### src/rtl/psum_glb_bank.sv
// One GLB psum bank: a write channel that overwrites or saturating-accumulates
// router psums into storage, and a zero-bubble read channel that streams them back.
module psum_glb_bank #(
  parameter int DATA_W = 21,
  parameter int DEPTH  = 32,
  parameter int ADDR_W = 5
) (
  input  logic              clk,
  input  logic              reset,
  input  logic              wr_in_valid,
  output logic              wr_in_ready,
  input  logic [DATA_W-1:0] wr_in_data,
  output logic              rd_out_valid,
  input  logic              rd_out_ready,
  output logic [DATA_W-1:0] rd_out_data,
  input  logic [ADDR_W-1:0] cfg_len,
  input  logic              cfg_acc,
  input  logic              wr_start,
  input  logic              rd_start,
  output logic              wr_done,
  output logic              rd_done
);

  localparam logic [0:0] WR_IDLE = 1'b0;
  localparam logic [0:0] WR_BUSY = 1'b1;
  localparam logic [0:0] RD_IDLE = 1'b0;
  localparam logic [0:0] RD_BUSY = 1'b1;

  localparam logic [DATA_W-1:0] SAT_MAX = {1'b0, {(DATA_W-1){1'b1}}};
  localparam logic [DATA_W-1:0] SAT_MIN = {1'b1, {(DATA_W-1){1'b0}}};

  logic [0:0]        wr_state;
  logic [0:0]        rd_state;
  logic [ADDR_W-1:0] wr_ptr;
  logic [ADDR_W-1:0] rd_ptr;
  logic [ADDR_W-1:0] rd_next;
  logic [ADDR_W-1:0] len_w;
  logic [ADDR_W-1:0] len_r;
  logic              acc;

  logic [DATA_W-1:0] mem [DEPTH];

  logic              both_idle;
  logic              wr_go;
  logic              rd_go;
  logic              wr_fire;
  logic              wr_last;
  logic              rd_fire;
  logic              rd_last;
  logic [DATA_W:0]   sum;
  logic [DATA_W-1:0] wr_value;

  assign both_idle   = (wr_state == WR_IDLE) && (rd_state == RD_IDLE);
  // Write has priority when both starts arrive together.
  assign wr_go       = wr_start && both_idle;
  assign rd_go       = rd_start && both_idle && !wr_start;
  assign wr_in_ready = (wr_state == WR_BUSY);
  assign wr_fire     = wr_in_ready && wr_in_valid;
  assign wr_last     = wr_fire && (wr_ptr == len_w);
  assign rd_fire     = (rd_state == RD_BUSY) && rd_out_valid && rd_out_ready;
  assign rd_last     = rd_fire && (rd_ptr == len_r);
  assign rd_next     = rd_ptr + 1'b1;

  // One extra bit of headroom; overflow shows up as disagreeing top two bits.
  always_comb begin
    sum = {mem[wr_ptr][DATA_W-1], mem[wr_ptr]} + {wr_in_data[DATA_W-1], wr_in_data};
    if (!acc) begin
      wr_value = wr_in_data;
    end else if (sum[DATA_W] != sum[DATA_W-1]) begin
      wr_value = sum[DATA_W] ? SAT_MIN : SAT_MAX;
    end else begin
      wr_value = sum[DATA_W-1:0];
    end
  end

  always_ff @(posedge clk) begin
    if (wr_fire) begin
      mem[wr_ptr] <= wr_value;
    end
  end

  always_ff @(posedge clk or posedge reset) begin
    if (reset) begin
      wr_state <= WR_IDLE;
      wr_ptr   <= '0;
      len_w    <= '0;
      acc      <= 1'b0;
      wr_done  <= 1'b0;
    end else begin
      wr_done <= 1'b0;
      if (wr_go) begin
        wr_state <= WR_BUSY;
        wr_ptr   <= '0;
        len_w    <= cfg_len;
        acc      <= cfg_acc;
      end else if (wr_last) begin
        wr_state <= WR_IDLE;
        wr_done  <= 1'b1;
      end else if (wr_fire) begin
        wr_ptr <= wr_ptr + 1'b1;
      end
    end
  end

  // Output register is preloaded with the next entry on every accepted beat.
  always_ff @(posedge clk or posedge reset) begin
    if (reset) begin
      rd_state     <= RD_IDLE;
      rd_ptr       <= '0;
      len_r        <= '0;
      rd_out_valid <= 1'b0;
      rd_out_data  <= '0;
      rd_done      <= 1'b0;
    end else begin
      rd_done <= 1'b0;
      if (rd_go) begin
        rd_state     <= RD_BUSY;
        rd_ptr       <= '0;
        len_r        <= cfg_len;
        rd_out_valid <= 1'b1;
        rd_out_data  <= mem[0];
      end else if (rd_last) begin
        rd_state     <= RD_IDLE;
        rd_out_valid <= 1'b0;
        rd_done      <= 1'b1;
      end else if (rd_fire) begin
        rd_ptr      <= rd_next;
        rd_out_data <= mem[rd_next];
      end
    end
  end

endmodule

### config.mk
export PLATFORM = sky130hd
export DESIGN_NAME = psum_glb_bank
export DESIGN_NICKNAME = d
export VERILOG_FILES = /design/src/rtl/psum_glb_bank.sv
export SDC_FILE = /design/constraint.sdc
export NUM_CORES = 1
export LEC_CHECK = 0
export BUFFER_PORTS_ARGS = -buffer_cell sky130_fd_sc_hd__buf_2
export CAP_MARGIN = 30
export CORE_MARGIN = 2
export CORE_UTILIZATION = 46
export CTS_BUF_LIST = sky130_fd_sc_hd__clkbuf_16
export CTS_CLUSTER_SIZE = 14
export DETAILED_ROUTE_END_ITERATION = 8
export HOLD_SLACK_MARGIN = 0.15
export PLACE_DENSITY = 0.67
export RECOVER_POWER = 100
export SYNTH_ARGS = -nofsm -noshare
export SYNTH_HDL_FRONTEND = slang
export SYNTH_SLANG_ARGS = --single-unit
export TNS_END_PERCENT = 1
### constraint.sdc
create_clock -name clk -period 7.6 [get_ports clk]
set_input_delay 1.14 -clock clk [delete_from_list [all_inputs] [get_ports clk]]
set_output_delay 1.14 -clock clk [all_outputs]
set_load 0.05 [all_outputs]
==> After elaboration in Yosys (flattened, before gate mapping) <==
Memory sizes are Yosys's and may differ from the RTL's.
Cells that the tools add are included.
{ "op_classes": {"n_addsub": 3, "n_eq_ne": 5, "mux": 22, "bitwise_logic": 2, "n_reduce_logical": 15} }
{ "op_table": {"columns": ["operator", "count"], "rows": [
  ["2-to-1 mux 21 bit", 6],
  ["2-to-1 mux 5 bit", 6],
  ["adder 21 x 21 -> 22 bit", 1],
  ["adder 5 x 1 -> 5 bit, second input constant", 2],
  ["== test 5 bit", 2],
  ["2-to-1 mux 1 bit", 10],
  ["logical AND 1 bit", 8],
  ["nonzero test 2 bit", 4],
  ["inequality test 2 bit, second input constant", 2],
  ["AND reduction 2 bit", 2],
  ["inverter 1 bit", 2],
  ["logical NOT 1 bit", 1],
  ["inequality test 1 bit", 1]
]} }
{ "totals": {"reg_bits": 46, "ramBits": 672, "wordCells": 58, "mem_count": 1} }
{ "memory_table": {"columns": ["name", "words", "word_bits", "read_ports", "rd_clocked_by_memory_dff", "wr", "line", "text"], "rows": [
  ["mem", 32, 21, 3, 0, 1, "41", "logic [DATA_W-1:0] mem [DEPTH];"]
]} }

==> Logic depth before layout (Yosys ltp) <==
{ "depth": {"depth_word": 6, "mapped_depth": 19, "ltp_nobuf": 15} }

==> Worst setup path after synthesis <==
No wires, ideal clock.
{ "synth_path": {"path_type": "reg2reg", "start": "register wr_ptr[1]", "end": "memory mem[0][18] (data pin)", "setup_time_ns": 0.377, "arrival_time_ns": 4.960, "required_ns": 7.223, "slack_ns": 2.263, "path_stages_with_launch": 19, "n_path_buf": 4, "period_less_slack_ns": 5.337, "cell_sequence": "dfrtp_1 -> buf_4 -> buf_2 -> buf_1 -> mux4_2 -> a22oi_1 -> nand4_1 -> ha_1 -> inv_1 -> fa_1 -> nand2b_1 -> a21oi_1 -> o31ai_1 -> a211oi_1 -> a2bb2oi_1 -> o31ai_4 -> buf_4 -> nor2_1 -> a21oi_1"} }
{ "synth_via": {"elab_chain_cells": 5, "elab_cells_between_ends": 6, "classes_between": "1 x add/sub; 1 x eq/ne; 3 x mux; 1 x memory"} }
{ "synth_rtl": {"columns": ["item", "line", "text"], "rows": [
  ["from (decl)", "34", "logic [ADDR_W-1:0] wr_ptr;"],
  ["from (signal assigned)", "100", "wr_ptr <= wr_ptr + 1'b1;"],
  ["memory (32 x 21 bit) *", null, null],
  ["adder 21 x 21 -> 22 bit *", "66", "sum = {mem[wr_ptr][DATA_W-1], mem[wr_ptr]} + {wr_in_data[DATA_W-1], wr_in_data};"],
  ["2-to-1 mux 21 bit or inequality test 1 bit (tied branches)", "70, 69", null],
  ["2-to-1 mux 21 bit *", "69", "end else if (sum[DATA_W] != sum[DATA_W-1]) begin"],
  ["2-to-1 mux 21 bit *", "67", "if (!acc) begin"],
  ["named net wr_value[18]", "51", "logic [DATA_W-1:0] wr_value;"],
  ["to (decl)", "41", null]
]} }
The timed path passes the listed nets; every way through them passes the cells marked *.

==> Worst setup path after layout <==
{ "layout_path": {"start": "register wr_ptr[0]", "end": "memory mem[17][4] (data pin)"} }
Same word-level chain as after synthesis.

==> qor.yml <==
timing:
  worst_pin_slew_ps: 3700
  fin_hold_ws_ps: 480
  finalSetupViolCount: 0
  grt_setup_unrepaired: "false"
  fin_ws_ps: 1050
  tns_ps: 0
  hold_viol_final: 0
  period_share_pct: 86.2
  relSlewSlack_pct: -146
  clock_skew_ps: 22.7
  min_period_ps: 6550
  slew_violations: 691
  fmax_ghz: 0.153
synthesis:
  synth.most_common_cell: "edfxtp_1"
  syn-instance-count: 1861
  avgSynthCellArea_um2: 18.5
  synth_nets: 1921
  synth_cell_types: 62
  ys_seq_area_share_pct: 62.0
  synth-edff-count: 672
  syn_area_um2: 34400
  async_flop_share_pct: 6.41
  synth_top_flop_cell: "edfxtp_1"
  synthTopCellsByCount: "672 x edfxtp_1, 368 x mux4_2, 74 x nor2_1"
  synth_warnings: 0
  yosys.area.top_type: "edfxtp_1"
  yosysTopAreaCellShare_pct: 58.7
  ys_ff_latch: 718
  synth_area_leaders: "edfxtp_1 59%, mux4_2 24%, dfrtp_1 3.3%"
setup_path:
  cp-end-kind: "register"
  critPathRequiredTime_ps: 8050
  worst_ep_arrival_time_ps: 7010
  reg2regPathDepth: 15
  cp-start-kind: "register"
  critPathMaxFanout: 37
  crit_type: "register to register"
clock_network:
  cts.sinks: 718
  clk-insertion-delay-late_ps: 630
  cts_tree: "built"
  cts_resized: 0
  cts-hold-fix-buffers: 0
  cts_max_path_buffers: 3
  path_clk_slew_ps: 70
  post_cts_buffers: 0
  htree_num_levels: 3
  cts_buffers: 74
  cts-root-buf: "clkbuf_16"
cells_and_area:
  area_growth_pct: 11.9
  nets: 2025
  stdcell_area_um2: 38500
  drive_above_1_share_pct: 30.4
  n_antenna_cell: 0
  fillers: 5847
  post-route-util_pct: 51.9
  stdcell_count: 2994
place:
  placed_cells: 2857
  gp_congestion: 0.952
  place_area_um2: 36600
  dp_hpwl_um: 63200
  pre_cts_ws_ps: 1840
  io_buffers: 57
floorplan:
  die_w_um: 277
  die_h_um: 277
  coreArea_um2: 74200
  rows: 100
  die_area_um2: 77000
  io_pins: 58
  start_util_pct: 46.4
power:
  power_mw: 20.3
  max-vdd-ir-drop_uv: 462
  p_per_area_nw_per_um2: 528
  p_leak_nw: 12.5
global_routing:
  grt_pass1_vias: 20800
  grt_usage_pct: 27.3
  antenna_found_initial: 0
  grt_overflow_total: 0
  grt_pass1_wl_um: 150000
  grt_max_degree: 77
routing:
  wl_um: 105000
  drt_iter0_markers: 2664
  num_vias: 20500
  wire_per_inst_um: 35.0
  drc: 0
  viasPerCell: 6.86
  drtAntennaViolNets: 0
  dr.pass1.iters: 8
min_path:
  whs_path_depth: 2
  hold_path_class: "register to register"
run_status:
  status: "finished with violations"
  violations: "max-capacitance violations, max-slew violations"
job:
  drv_cap: 40
## power by group
group          internal (mW)  switching [mW]
logic                   4.06            5.88
clock network           2.07            1.55
registers               6.38           0.393
## cell families after synthesis
logic type,count (synthesis),share of synthesized area (%)
XOR/XNOR,34,0.888
buffers and inverters,162,2.13
AND/OR/NAND/NOR,250,3.52
flip-flops,718,62.0
adder cells (fa/ha/maj),27,1.00
multiplexers,429,26.0
AO/OA/AOI/OAI,241,4.46
## area by class of cell
type	instances	area, um^2	share of cell area (%)
clock buffers	75	1880	4.87
inverters	34	128	0.331
repair buffers	156	1040	2.69
well taps	969	1210	3.15
multi-input cells	981	12400	32.2
clock inverters	61	509	1.32
flip-flops and latches	718	21300	55.4
## layout by cell type, fill, tap and decap left out, drive strengths merged, types with 6 or more instances in the layout
master and instances:
nor2b 33, xnor2 15, mux4 368, and2 9, o21ai 72, dfrtp 46
buf 93, a211oi 16, bufinv 8, a21o 14, nor2 74, a22oi 41
nand3 15, edfxtp 672, a221o 6, nand4 19, inv 50, xor2 19
mux2 30, nand2 65, nor3 7, mux2i 31, a21oi 62, clkbuf 138
ha 26, clkinv 36
## flip-flops by register name, summed over array words and instances (netlist names)
register and cells:
rd_out_data 21, rd_done 1, mem 672, acc 1
wr_in_ready 1, rd_state 1, wr_done 1, len_r 5
len_w 5, wr_ptr 5, rd_ptr 5
## metal layers
layer	wire, um	share of wire, %	up-vias	GRT usage (%)
li1	-	-	8034	-
met1	37700	36	10800	36.1
met2	50600	48	1423	44.3
met3	11900	11	271	6.33
met4	4530	4.3	0	10.5
met5	0	0	-	0
## critical path, cell delays in order, from the launching register on
cell	delay, ps
dfrtp_1	1740
buf_4	620
mux4_2	370
nor2b_1	140
a21oi_1	200
nand4_1	280
ha_1	450
and2_0	230
a222oi_1	390
a21boi_2	190
mux2_4	330
a211oi_2	300
o21a_4	300
o21ai_0	160
o21ai_0	310
buf_8	280
## final timing paths
kind / from / endpoint / slack (ps)
setup / recovery: wr_ptr[0] / mem[17][4] / 1050
hold / removal: rd_out_data[17] / rd_out_data[17] / 480
max in group asynchronous: reset / wr_ptr[1] / 3310
setup reg to reg: wr_ptr[0] / mem[17][4] / 1050
hold reg to reg: rd_out_data[17] / rd_out_data[17] / 480
min in group asynchronous: reset / rd_state / 1840
(Power assumes the default switching activity.)
